===== src/rtl/seq_detector_param.sv =====
// Parametrised serial pattern detector with a runtime-loadable pattern, overlap mode and saturating match counter.
// Optional per-bit compare mask is enabled by defining SEQ_DET_MASK_EN.
module seq_detector_param #(
  parameter int                     PATTERN_LEN     = 7,
  parameter logic [PATTERN_LEN-1:0] DEFAULT_PATTERN = 7'b1000001,
  parameter logic                   DEFAULT_OVERLAP = 1'b1,
  parameter int                     COUNT_W         = 8
) (
  input  logic                   clk,
  input  logic                   reset_n,
  input  logic                   in,
  input  logic                   in_valid,
  input  logic                   cfg_load,
  input  logic [PATTERN_LEN-1:0] cfg_pattern,
  input  logic                   cfg_overlap,
`ifdef SEQ_DET_MASK_EN
  input  logic [PATTERN_LEN-1:0] cfg_mask,
`endif
  input  logic                   cnt_clr,
  output logic                   out,
  output logic [COUNT_W-1:0]     match_count,
  output logic                   busy
);

  localparam int                 FILL_W    = $clog2(PATTERN_LEN + 1);
  localparam logic [FILL_W-1:0]  FILL_ZERO = {FILL_W{1'b0}};
  localparam logic [FILL_W-1:0]  FILL_ONE  = {{(FILL_W-1){1'b0}}, 1'b1};
  localparam logic [FILL_W-1:0]  FILL_FULL = FILL_W'(PATTERN_LEN);
  localparam logic [COUNT_W-1:0] CNT_ZERO  = {COUNT_W{1'b0}};
  localparam logic [COUNT_W-1:0] CNT_ONE   = {{(COUNT_W-1){1'b0}}, 1'b1};
  localparam logic [COUNT_W-1:0] CNT_MAX   = {COUNT_W{1'b1}};

  logic [PATTERN_LEN-1:0] pattern_r;
  logic                   overlap_r;
  logic [PATTERN_LEN-1:0] hist_r;
  logic [FILL_W-1:0]      fill_r;
  logic                   out_r;
  logic [COUNT_W-1:0]     count_r;
  logic                   busy_r;
`ifdef SEQ_DET_MASK_EN
  logic [PATTERN_LEN-1:0] mask_r;
`endif

  logic                   accept_s;
  logic [PATTERN_LEN-1:0] shifted_hist_s;
  logic [FILL_W-1:0]      fill_inc_s;
  logic                   pattern_eq_s;
  logic                   hit_s;
  logic [PATTERN_LEN-1:0] hist_nxt_s;
  logic [FILL_W-1:0]      fill_nxt_s;
  logic [COUNT_W-1:0]     count_nxt_s;
  logic                   busy_nxt_s;

  // Candidate history, saturating fill and pattern compare for an accepted bit
  always_comb begin
    accept_s       = in_valid && !cfg_load;
    shifted_hist_s = {hist_r[PATTERN_LEN-2:0], in};
    if (fill_r == FILL_FULL) begin
      fill_inc_s = FILL_FULL;
    end else begin
      fill_inc_s = fill_r + FILL_ONE;
    end
`ifdef SEQ_DET_MASK_EN
    pattern_eq_s = (((shifted_hist_s ^ pattern_r) & mask_r) == {PATTERN_LEN{1'b0}});
`else
    pattern_eq_s = (shifted_hist_s == pattern_r);
`endif
    hit_s = accept_s && (fill_inc_s == FILL_FULL) && pattern_eq_s;
  end

  // Next history/fill; a load flushes, a non-overlapping hit restarts the fill
  always_comb begin
    hist_nxt_s = hist_r;
    fill_nxt_s = fill_r;
    if (cfg_load) begin
      hist_nxt_s = {PATTERN_LEN{1'b0}};
      fill_nxt_s = FILL_ZERO;
    end else if (accept_s) begin
      hist_nxt_s = shifted_hist_s;
      if (hit_s && !overlap_r) begin
        fill_nxt_s = FILL_ZERO;
      end else begin
        fill_nxt_s = fill_inc_s;
      end
    end else begin
      hist_nxt_s = hist_r;
      fill_nxt_s = fill_r;
    end
    // busy is registered from the next fill so it tracks fill_r exactly
    busy_nxt_s = (fill_nxt_s != FILL_ZERO) && (fill_nxt_s != FILL_FULL);
  end

  // Saturating match counter; clear takes priority over a simultaneous hit
  always_comb begin
    count_nxt_s = count_r;
    if (cnt_clr) begin
      count_nxt_s = CNT_ZERO;
    end else if (hit_s && (count_r != CNT_MAX)) begin
      count_nxt_s = count_r + CNT_ONE;
    end else begin
      count_nxt_s = count_r;
    end
  end

  // State and output registers with synchronous active-low reset
  always_ff @(posedge clk) begin
    if (!reset_n) begin
      pattern_r <= DEFAULT_PATTERN;
      overlap_r <= DEFAULT_OVERLAP;
`ifdef SEQ_DET_MASK_EN
      mask_r    <= {PATTERN_LEN{1'b1}};
`endif
      hist_r    <= {PATTERN_LEN{1'b0}};
      fill_r    <= FILL_ZERO;
      out_r     <= 1'b0;
      count_r   <= CNT_ZERO;
      busy_r    <= 1'b0;
    end else begin
      if (cfg_load) begin
        pattern_r <= cfg_pattern;
        overlap_r <= cfg_overlap;
`ifdef SEQ_DET_MASK_EN
        mask_r    <= cfg_mask;
`endif
      end
      hist_r  <= hist_nxt_s;
      fill_r  <= fill_nxt_s;
      out_r   <= hit_s;
      count_r <= count_nxt_s;
      busy_r  <= busy_nxt_s;
    end
  end

  assign out         = out_r;
  assign match_count = count_r;
  assign busy        = busy_r;

endmodule


===== config.mk =====
export PLATFORM = sky130hd
export DESIGN_NAME = seq_detector_param
export DESIGN_NICKNAME = d
export VERILOG_FILES = /design/src/rtl/seq_detector_param.sv
export SDC_FILE = /design/constraint.sdc
export NUM_CORES = 1
export LEC_CHECK = 0
export CORE_UTILIZATION = 53
export CTS_BUF_LIST = sky130_fd_sc_hd__clkbuf_2
export DETAILED_ROUTE_END_ITERATION = 6
export PLACE_DENSITY_LB_ADDON = 0.08
export SETUP_SLACK_MARGIN = 0.4
export SYNTH_ARGS = -nofsm -noshare
export SYNTH_HDL_FRONTEND = slang
export SYNTH_SLANG_ARGS = --single-unit

===== constraint.sdc =====
create_clock -name clk -period 3.2 [get_ports clk]
set_clock_uncertainty 0.1 [all_clocks]
set_input_delay 0.64 -clock clk [delete_from_list [all_inputs] [get_ports clk]]
set_output_delay 0.64 -clock clk [all_outputs]
set_load 0.005 [all_outputs]

==> results of run 1 <==
-- path summary, 6_finish.rpt --
| path | to | slack [ps] | depth (start not counted) |
|---|---|---|---|
| min reg2reg | match_count[5]$_SDFFE_PP0P_ | 410 | 2 |
| min | match_count[5]$_SDFFE_PP0P_ | 410 | 2 |
| max reg2reg | match_count[3]$_SDFFE_PP0P_ | 650 | 6 |
| max | match_count[3]$_SDFFE_PP0P_ | 620 | 6 |
-- synthesized netlist by cell type --
cell	count
inv_1	3
and2b_1	1
nand4_1	1
o21ai_0	3
a211oi_1	1
a211o_1	1
nor2_1	17
or3b_1	1
o21bai_1	1
nand2b_1	3
nand2_1	8
o31ai_1	6
xnor2_1	7
ha_1	2
inv_2	1
nor4_1	1
clkbuf_1	3
nor4b_1	3
a21oi_1	9
o41ai_1	1
o2111ai_1	1
nor3b_1	1
and4_1	2
buf_2	1
buf_1	3
or2_2	1
nand3_1	3
a21boi_1	1
or4_1	6
mux2i_1	14
dfxtp_1	27
nor3_1	3
or3_1	4
-- sequential cells by signal, indices dropped and copies added, names as in the netlist --
| register | flops |
|---|---|
| hist_r | 6 |
| out | 1 |
| match_count | 8 |
| fill_r | 3 |
| busy | 1 |
| overlap_r | 1 |
| pattern_r | 7 |
-- through the flow --
step | power [mW] | utilization, % | worst slack [ps]
floorplan | 0.389 | - | 859
global placement | 0.415 | 67.8 | 288
detailed placement | 0.416 | 67.8 | 255
CTS | 0.544 | 68.7 | 643
global route | 0.567 | 68.7 | 562
finish | 0.541 | 68.7 | 623
-- power by group --
part | internal (mW) | switching [mW] | total (mW)
sequential | 0.345 | 0.00563 | 0.351
combinational | 0.0333 | 0.0263 | 0.0596
clock | 0.0283 | 0.102 | 0.130
-- area by class of cell --
type | instances | area share, %
clock inverters | 1 | 0.326
inverters | 4 | 0.978
repair buffers | 25 | 16.0
multi-input cells | 102 | 44.3
clock buffers | 3 | 0.978
well taps | 28 | 2.28
flip-flops and latches | 27 | 35.2
-- metal layers --
| metal | vias to the layer above | share of wire [%] |
|---|---|---|
| li1 | 551 | - |
| met1 | 487 | 47 |
| met2 | 23 | 46 |
| met3 | 6 | 3.9 |
| met4 | 0 | 2.3 |
| met5 | - | 0 |
-- worst register-to-register path, cell delays in order, from the launching register on --
cell and delay, ps:
dfxtp_1 470, ha_1 260, a21boi_1 110, or4_1 470, or3_1 450, or4_1 500
a21oi_1 150
-- cell usage in the layout (no fill, tap or decap), drive strengths merged --
cell type	instances
o21bai	1
and4	2
nor4b	3
inv	4
a211o	1
mux2i	14
buf	2
nand2b	3
clkdlybuf4s50	23
nand2	8
and2b	1
nor3b	1
o41ai	1
o31ai	6
a21oi	9
xnor2	7
o2111ai	1
nor4	1
a211oi	1
nand4	1
dfxtp	27
or2	1
or4	6
or3b	1
a21boi	1
nand3	3
nor3	3
o21ai	3
or3	4
ha	2
clkbuf	3
nor2	17
clkinv	1
-- kinds of logic after synthesis --
| logic type | after synthesis | synth area share [%] |
|---|---|---|
| flip-flops | 27 | 42.8 |
| buffers and inverters | 11 | 3.37 |
| XOR/XNOR | 7 | 4.86 |
| adder cells (fa/ha/maj) | 2 | 1.98 |
| AO/OA/AOI/OAI | 24 | 12.2 |
| multiplexers | 14 | 11.1 |
| AND/OR/NAND/NOR | 55 | 23.7 |
==> results.md, run 1 <==
* #FFs+latches synth at 27
* Length of the first detailed-routing pass in iterations at 6
* CTS resizes at 0
* Max-cap violations at 0
* Die Y at 50.8 um
* Area occupied by multi-input gates at 679 sq um
* ANT nets after route at 0
* Syn avg cell area at 9.02 sq um
* Fill cell count at 173
* Initial antenna violation count at 0
* Status: finished, final reports clean
* Worst-skew pair later-pin latency at 360 ps
* HP Class: reg -> reg
* First-pass GRT wire length at 4280 um
* CP most frequent cell: or4_1
* # DRC at 0
* IO Port Bufs at 23
* Post-synth cell types at 33
* Req. time, crit path at 3420 ps
* Clk root buf: clkbuf_2
* Critical path class: in -> reg
* CTS tree: built
* Static Leak at 0.533 nW
* Area Growth Syn to Fin at 21.6%
* Synth warn at 0
* Met3 Use GR at 3.94%
* Endpoints failing setup at 0
* Critical path capture point type: flip-flop
* CP arrival at 2790 ps
* CP top delay family: simple AND/OR/NAND/NOR gates
* Yosys top cell by area: dfxtp_1
* ANT cells at 0
* Peak per-stage delay on the critical path at 500 ps
* Relative max-transition margin at 34.3%
* Vias at 1,067
* Post-Syn Area at 1260 sq um
* Std-Cell Rows at 17
* Sink Count at 27
* FMAX at 0.388 GHz
* Total Wirelength at 2510 um
* DIE AREA at 2580 sq um
* Clk slew on worst S/H paths at 250 ps
* Share of cells above drive strength 1 at 4.94%
* Nets at 179
* Gpl congestion at 0.841
* RSZ-0062 raised after global routing: no
* Via density per instance at 5.62
* Inst Count DP at 186
* Post-route cell area at 1540 sq um
* Fin. Hold Viols at 0
* Core box area at 2230 sq um
* Post-Synthesis Cells at 140
* Clock buffer depth at 2
* Initial Utilization at 56.5%
* Area post-placement at 1520 sq um
* Slew Limit Fails at 0
* Overall Global Routing Usage at 22.6%
* Slowest CP cell: or4_1
* Vias in the first global route at 998
* Syn Nets at 156
* Crit path time final at 2580 ps
* CP max FO at 9
* Post-synth top area share at 42.8%
* DP Wirelength at 1900 um
* Tightest Pin Transition at 977 ps
* Routing usage on met1 at 29.5%
* Initial detailed-routing violation count at 4
* Peak supply drop at 0.000302 V
* GR Overflow Total at 0
* DR WL/cell at 13.2 um
* Sequential area share after synthesis at 42.8%
* H-tree Lvls at 1
* Width of the die at 50.8 um
* # IOs at 24
* Total CTS buffers at 3
* Most used routing layer: met2
* Cts hold-fix bufs at 0
* Worst Path Buf+Inv at 2
* Hold_sp: match_count[5]$_SDFFE_PP0P_
* Smallest hold slack at 409 ps
* RR Startpoint: fill_r[0]$_SDFF_PN0_
* FF+latch area at 541 sq um
* Met2 Use GR at 35.1%
* Power per cell area at 352 nW/um^2
* Critical path startpoint: in_valid
* Setup_tns at 0 ps
* # Post-CTS Setup Buffers at 0
* Pin count of the biggest net entering global routing at 16
* CP Cell Sequence: clkdlybuf4s50_1 -> inv_2 -> or4_1 -> or3_1 -> or4_1 -> a21oi_1
* Final period util at 80.5%
* CP startpoint kind: primary input
* Non-Filler Instances at 190
* Top post-synthesis cells by area: dfxtp_1 (43%), mux2i_1 (11%), nor2_1 (5.1%)
(Power assumes the default switching activity.)
==> run 2, diff against run 1 <==
--- a/config.mk
+++ b/config.mk
@@ -5,7 +5,7 @@
 export SDC_FILE = /design/constraint.sdc
 export NUM_CORES = 1
 export LEC_CHECK = 0
-export CORE_UTILIZATION = 53
+export CORE_UTILIZATION = 48
 export CTS_BUF_LIST = sky130_fd_sc_hd__clkbuf_2
 export DETAILED_ROUTE_END_ITERATION = 6
 export PLACE_DENSITY_LB_ADDON = 0.08
==> constraint.sdc (replaced) <==
create_clock -name clk -period 2.2 [get_ports clk]
set_clock_uncertainty 0.1 [all_clocks]
set_input_delay 0.44 -clock clk [delete_from_list [all_inputs] [get_ports clk]]
set_output_delay 0.44 -clock clk [all_outputs]
set_load 0.005 [all_outputs]
==> results.md, run 2 (synthesized netlist as in run 1, its figures left out) <==
* Width of the die at 53.3 um
* GR Overflow Total at 0
* Power share of the combinational group at 13.7%
* Power per cell area at 429 nW/um^2
* Status: finished with violations
* Relative max-transition margin at 70.6%
* Final period util at 100%
* Via density per instance at 5.61
* CP most frequent cell: or4_1
* CTS tree: built
* Core box area at 2480 sq um
* DIE AREA at 2840 sq um
* CP top delay family: simple AND/OR/NAND/NOR gates
* Critical path capture point type: flip-flop
* Nets at 205
* Clock buffer depth at 2
* Share of cells above drive strength 1 at 36.7%
* Fill cell count at 173
* Total Wirelength at 3210 um
* Std-Cell Rows at 18
* Area Growth Syn to Fin at 52.5%
* H-tree Lvls at 1
* Switching power total at 216 uW
* Max reg flops at 8
* Max-cap violations at 0
* Switching power share of the total at 26.1%
* Die Y at 53.3 um
* HP Class: in -> reg
* DP Wirelength at 2200 um
* Tightest Pin Transition at 442 ps
* RSZ-0062 raised after global routing: yes
* CP max FO at 6
* Smallest hold slack at 378 ps
* First-pass GRT wire length at 5330 um
* Crit path time final at 2210 ps
* Req. time, crit path at 2430 ps
* Failing checks: negative setup slack
* Flop2flop setup slack at -10 ps
* FMAX at 0.452 GHz
* Final Util at 77.7%
* Worst Path Buf+Inv at 0
* Internal at 610 uW
* Clk network pwr share at 24.6%
* Slowest CP cell: dfxtp_4
* # IOs at 24
* Total CTS buffers at 3
* Area occupied by multi-input gates at 835 sq um
* Static Leak at 0.804 nW
* Overall Global Routing Usage at 26.3%
* Sink Count at 27
* Most frequent cells in the layout: buf_4 (24), dfxtp_1 (16), nor2_1 (15)
* CP arrival at 2440 ps
* ANT nets after route at 0
* Length of the first detailed-routing pass in iterations at 4
* Cts hold-fix bufs at 0
* ANT cells at 0
* DR WL/cell at 14.7 um
* CP Cell Sequence: ha_4 -> a21oi_2 -> or4_1 -> or3_4 -> or4_1 -> a21oi_1
* Fin. Hold Viols at 0
* FF+latch area at 557 sq um
* Initial antenna violation count at 0
* Gpl congestion at 0.780
* Vias in the first global route at 1,218
* Initial detailed-routing violation count at 11
* Slew Limit Fails at 0
* IO Port Bufs at 23
* Part of the power in registers at 61.7%
* Post-route setup slack at -10.1 ps
* Peak supply drop at 0.000395 V
* Peak per-stage delay on the critical path at 410 ps
* Clk root buf: clkbuf_2
* Commonest non-fill, non-tap cell in the layout: buf_4
* Worst-skew pair later-pin latency at 380 ps
* Endpoints failing setup at 1
* Pin count of the biggest net entering global routing at 15
* Clk slew on worst S/H paths at 270 ps
* Initial Utilization at 51.0%
* Critical path class: reg -> reg
* Vias at 1,222
* # DRC at 0
* CP startpoint kind: flip-flop
## run 2: changes by cell type in the layout (fill, tap and decap cells not counted), sizes merged
cell / change
clkdlybuf4s50: -10
dlymetal6s2s: +5
clkbuf: +1
dlygate4sd2: +5
clkinv: -1
buf: +26
## run 2: tightest hold or removal path: cells and delay by family
kind / cells / cell delay, ps
buffers and inverters: 1 / 220
muxes: 1 / 80
and+or+nand+nor: 1 / 80
## run 2: path summary, 6_finish.rpt
check / start / to / cells past startpoint
worst max-delay path: fill_r[0]$_SDFF_PN0_ / match_count[4]$_SDFFE_PP0P_ / 6
worst min-delay path: in / hist_r[0]$_SDFFE_PP0N_ / 3
worst max register to register: fill_r[0]$_SDFF_PN0_ / match_count[4]$_SDFFE_PP0P_ / 6
worst min register to register: pattern_r[6]$_SDFFE_PN1P_ / pattern_r[6]$_SDFFE_PN1P_ / 2
## run 2: per-stage QoR
step | instance area (sq um) | cells | total power [mW] | setup TNS, ps | setup slack (ps)
finish | 1930 | 218 | 0.826 | -10.1 | -10.1
global route | 1930 | 218 | 0.857 | -385 | -120
CTS | 1810 | 216 | 0.817 | -30.8 | -15.9
detailed placement | 1670 | 204 | 0.619 | -3490 | -475
global placement | 1670 | 204 | 0.616 | -3400 | -451
floorplan | 1300 | 140 | 0.568 | 0 | 14.6
## run 2: area by class of cell
class / count / share of cell area (%)
clock buffer: 4 / 1.04
inverter: 4 / 0.780
multi-input combinational: 102 / 43.3
sequential: 27 / 28.9
tap: 30 / 1.95
timing repair buffer: 51 / 24.0
## run 2: metal layers
| metal | part of all wire (%) | global-route usage (%) | wire (um) | vias up |
|---|---|---|---|---|
| met4 | 1.3 | 12.7 | 43 | 0 |
| met1 | 46 | 32.4 | 1480 | 595 |
| met5 | 0 | 0 | 0 | - |
| met3 | 2.3 | 4.31 | 74 | 6 |
| li1 | - | - | - | 603 |
| met2 | 50 | 43.5 | 1610 | 18 |
## run 2: what timing repair did
item	4_1_cts	5_1_grt
setup endpoints to repair	20	20
setup buffers	8	2
resized for setup	23	25
pin swaps	7	2
gates cloned	0	0
## run 2: power by group through the flow
stage	Combinational, mW	Sequential (mW)	Clock (mW)
final	0.113	0.510	0.203
after global routing	0.123	0.512	0.222
after CTS	0.106	0.511	0.201
after detailed placement	0.0993	0.520	0
after global placement	0.0962	0.519	0
after floorplan	0.0498	0.518	0
==> run 3, diff against run 2 <==
--- a/config.mk
+++ b/config.mk
@@ -8,7 +8,7 @@
 export CORE_UTILIZATION = 48
 export CTS_BUF_LIST = sky130_fd_sc_hd__clkbuf_2
 export DETAILED_ROUTE_END_ITERATION = 6
-export PLACE_DENSITY_LB_ADDON = 0.08
+export PLACE_DENSITY = 0.81
 export SETUP_SLACK_MARGIN = 0.4
 export SYNTH_ARGS = -nofsm -noshare
 export SYNTH_HDL_FRONTEND = slang
==> results.md, run 3 (synthesized netlist as in run 1, its figures left out) <==
* Status: finished, final reports clean
* Switching power share of the total at 26.4%
* First-pass GRT wire length at 5180 um
* Req. time, crit path at 2430 ps
* HP Class: reg -> reg
* Critical path capture point type: flip-flop
* Initial detailed-routing violation count at 37
* Sink Count at 27
* Core box area at 2480 sq um
* ANT cells at 0
* Critical path class: in -> reg
* Switching power total at 218 uW
* Peak per-stage delay on the critical path at 560 ps
* CP startpoint kind: primary input
* Final period util at 98.8%
* Post-route setup slack at 26.4 ps
* Clk slew on worst S/H paths at 290 ps
* Power per cell area at 435 nW/um^2
* Area Growth Syn to Fin at 50.1%
* Clk root buf: clkbuf_2
* Slowest CP cell: or4_4
* Pin count of the biggest net entering global routing at 17
* Non-Filler Instances at 217
* Pre-CTS setup slack at -503 ps
* Nets at 204
* Endpoints failing setup at 0
* Slew Limit Fails at 0
* Gpl congestion at 0.820
* Hold_sp: match_count[3]$_SDFFE_PP0P_
* Crit path time final at 2170 ps
* IO Port Bufs at 23
* Clock buffer depth at 2
* Share of cells above drive strength 1 at 32.1%
* Max reg flops at 8
* Vias in the first global route at 1,147
* Total CTS buffers at 3
* Most frequent cells in the layout: buf_4 (24), dfxtp_1 (17), nor2_1 (15)
* GR Overflow Total at 0
* Std-Cell Rows at 18
* DP Wirelength at 2270 um
* DIE AREA at 2840 sq um
* Vias at 1,228
* CP arrival at 2410 ps
* Commonest non-fill, non-tap cell in the layout: buf_4
* CP Cell Sequence: clkdlybuf4s50_1 -> xnor2_1 -> o2111ai_4 -> or4_4 -> or3_1 -> a21oi_1
* Tightest Pin Transition at 452 ps
* Via density per instance at 5.66
* Static Leak at 0.785 nW
* Worst-skew pair later-pin latency at 380 ps
* Max-cap violations at 0
* Power share of the combinational group at 14.1%
* # IOs at 24
* Die Y at 53.3 um
* RR Startpoint: fill_r[0]$_SDFF_PN0_
* FMAX at 0.460 GHz
* # DRC at 0
* Peak supply drop at 0.000366 V
* Final Util at 76.5%
* ANT nets after route at 0
* Smallest hold slack at 428 ps
* Initial antenna violation count at 0
* Width of the die at 53.3 um
* Relative max-transition margin at 69.6%
* Internal at 606 uW
* Total Wirelength at 3330 um
* CTS tree: built
* Initial Utilization at 51.0%
* Setup_tns at 0 ps
* Length of the first detailed-routing pass in iterations at 4
* Critical path startpoint: in
* Clk network pwr share at 24.1%
* H-tree Lvls at 1
* Part of the power in registers at 61.8%
* Inst Count DP at 204
* CP max FO at 5
* Overall Global Routing Usage at 25.4%
* DR WL/cell at 15.3 um
* RSZ-0062 raised after global routing: yes
* Fin. Hold Viols at 0
run 3: path summary, 6_finish.rpt:
| check | endpoint | depth (start not counted) | slack [ps] |
|---|---|---|---|
| min reg2reg | match_count[3]$_SDFFE_PP0P_ | 2 | 430 |
| min | match_count[3]$_SDFFE_PP0P_ | 2 | 430 |
| max | match_count[0]$_SDFFE_PP0P_ | 6 | 30 |
| max reg2reg | match_count[5]$_SDFFE_PP0P_ | 6 | 50 |
run 3: area by class of cell:
class | instances | area [sq um]
multi-input cells | 102 | 811
inverters | 4 | 15.0
clock inverters | 1 | 7.51
well taps | 30 | 37.5
clock buffers | 3 | 15.0
flip-flops and latches | 27 | 558
fillers | 173 | 582
repair buffers | 50 | 452
run 3: stage by stage:
| step | instance area (sq um) | total power, mW |
|---|---|---|
| 2_1_floorplan | 1300 | 0.568 |
| 3_3_place_gp | 1670 | 0.617 |
| 3_5_place_dp | 1670 | 0.621 |
| 4_1_cts | 1820 | 0.818 |
| 5_1_grt | 1900 | 0.856 |
| 6_report | 1900 | 0.824 |
run 3: layer usage:
| metal | wire length [um] | up-vias | global-route usage (%) |
|---|---|---|---|
| met3 | 159 | 4 | 3.45 |
| met4 | 24 | 0 | 8.33 |
| li1 | - | 599 | - |
| met2 | 1750 | 34 | 46.5 |
| met5 | 0 | - | 0 |
| met1 | 1390 | 591 | 29.8 |
run 3: power by group through the flow:
stage                     clock, mW  sequential (mW)  combinational [mW]
after global routing          0.218            0.511               0.126
after detailed placement          0            0.520               0.100
after global placement            0            0.520              0.0973
after floorplan                   0            0.518              0.0498
final                         0.198            0.509               0.116
after CTS                     0.199            0.511               0.108
run 3: repair_timing:
item,CTS,global route
buffers inserted,5,4
gates resized for setup,27,13
pin swaps,4,3
hold buffers,0,0
endpoints found under the setup margin,20,20
run 3: critical path: cells and delay by family:
| kind | cells | cell delay [ps] |
|---|---|---|
| and+or+nand+nor | 2 | 910 |
| xor gates and xnor gates | 1 | 260 |
| AOI/OAI and AO/OA | 2 | 350 |
| buffers and inverters | 1 | 440 |
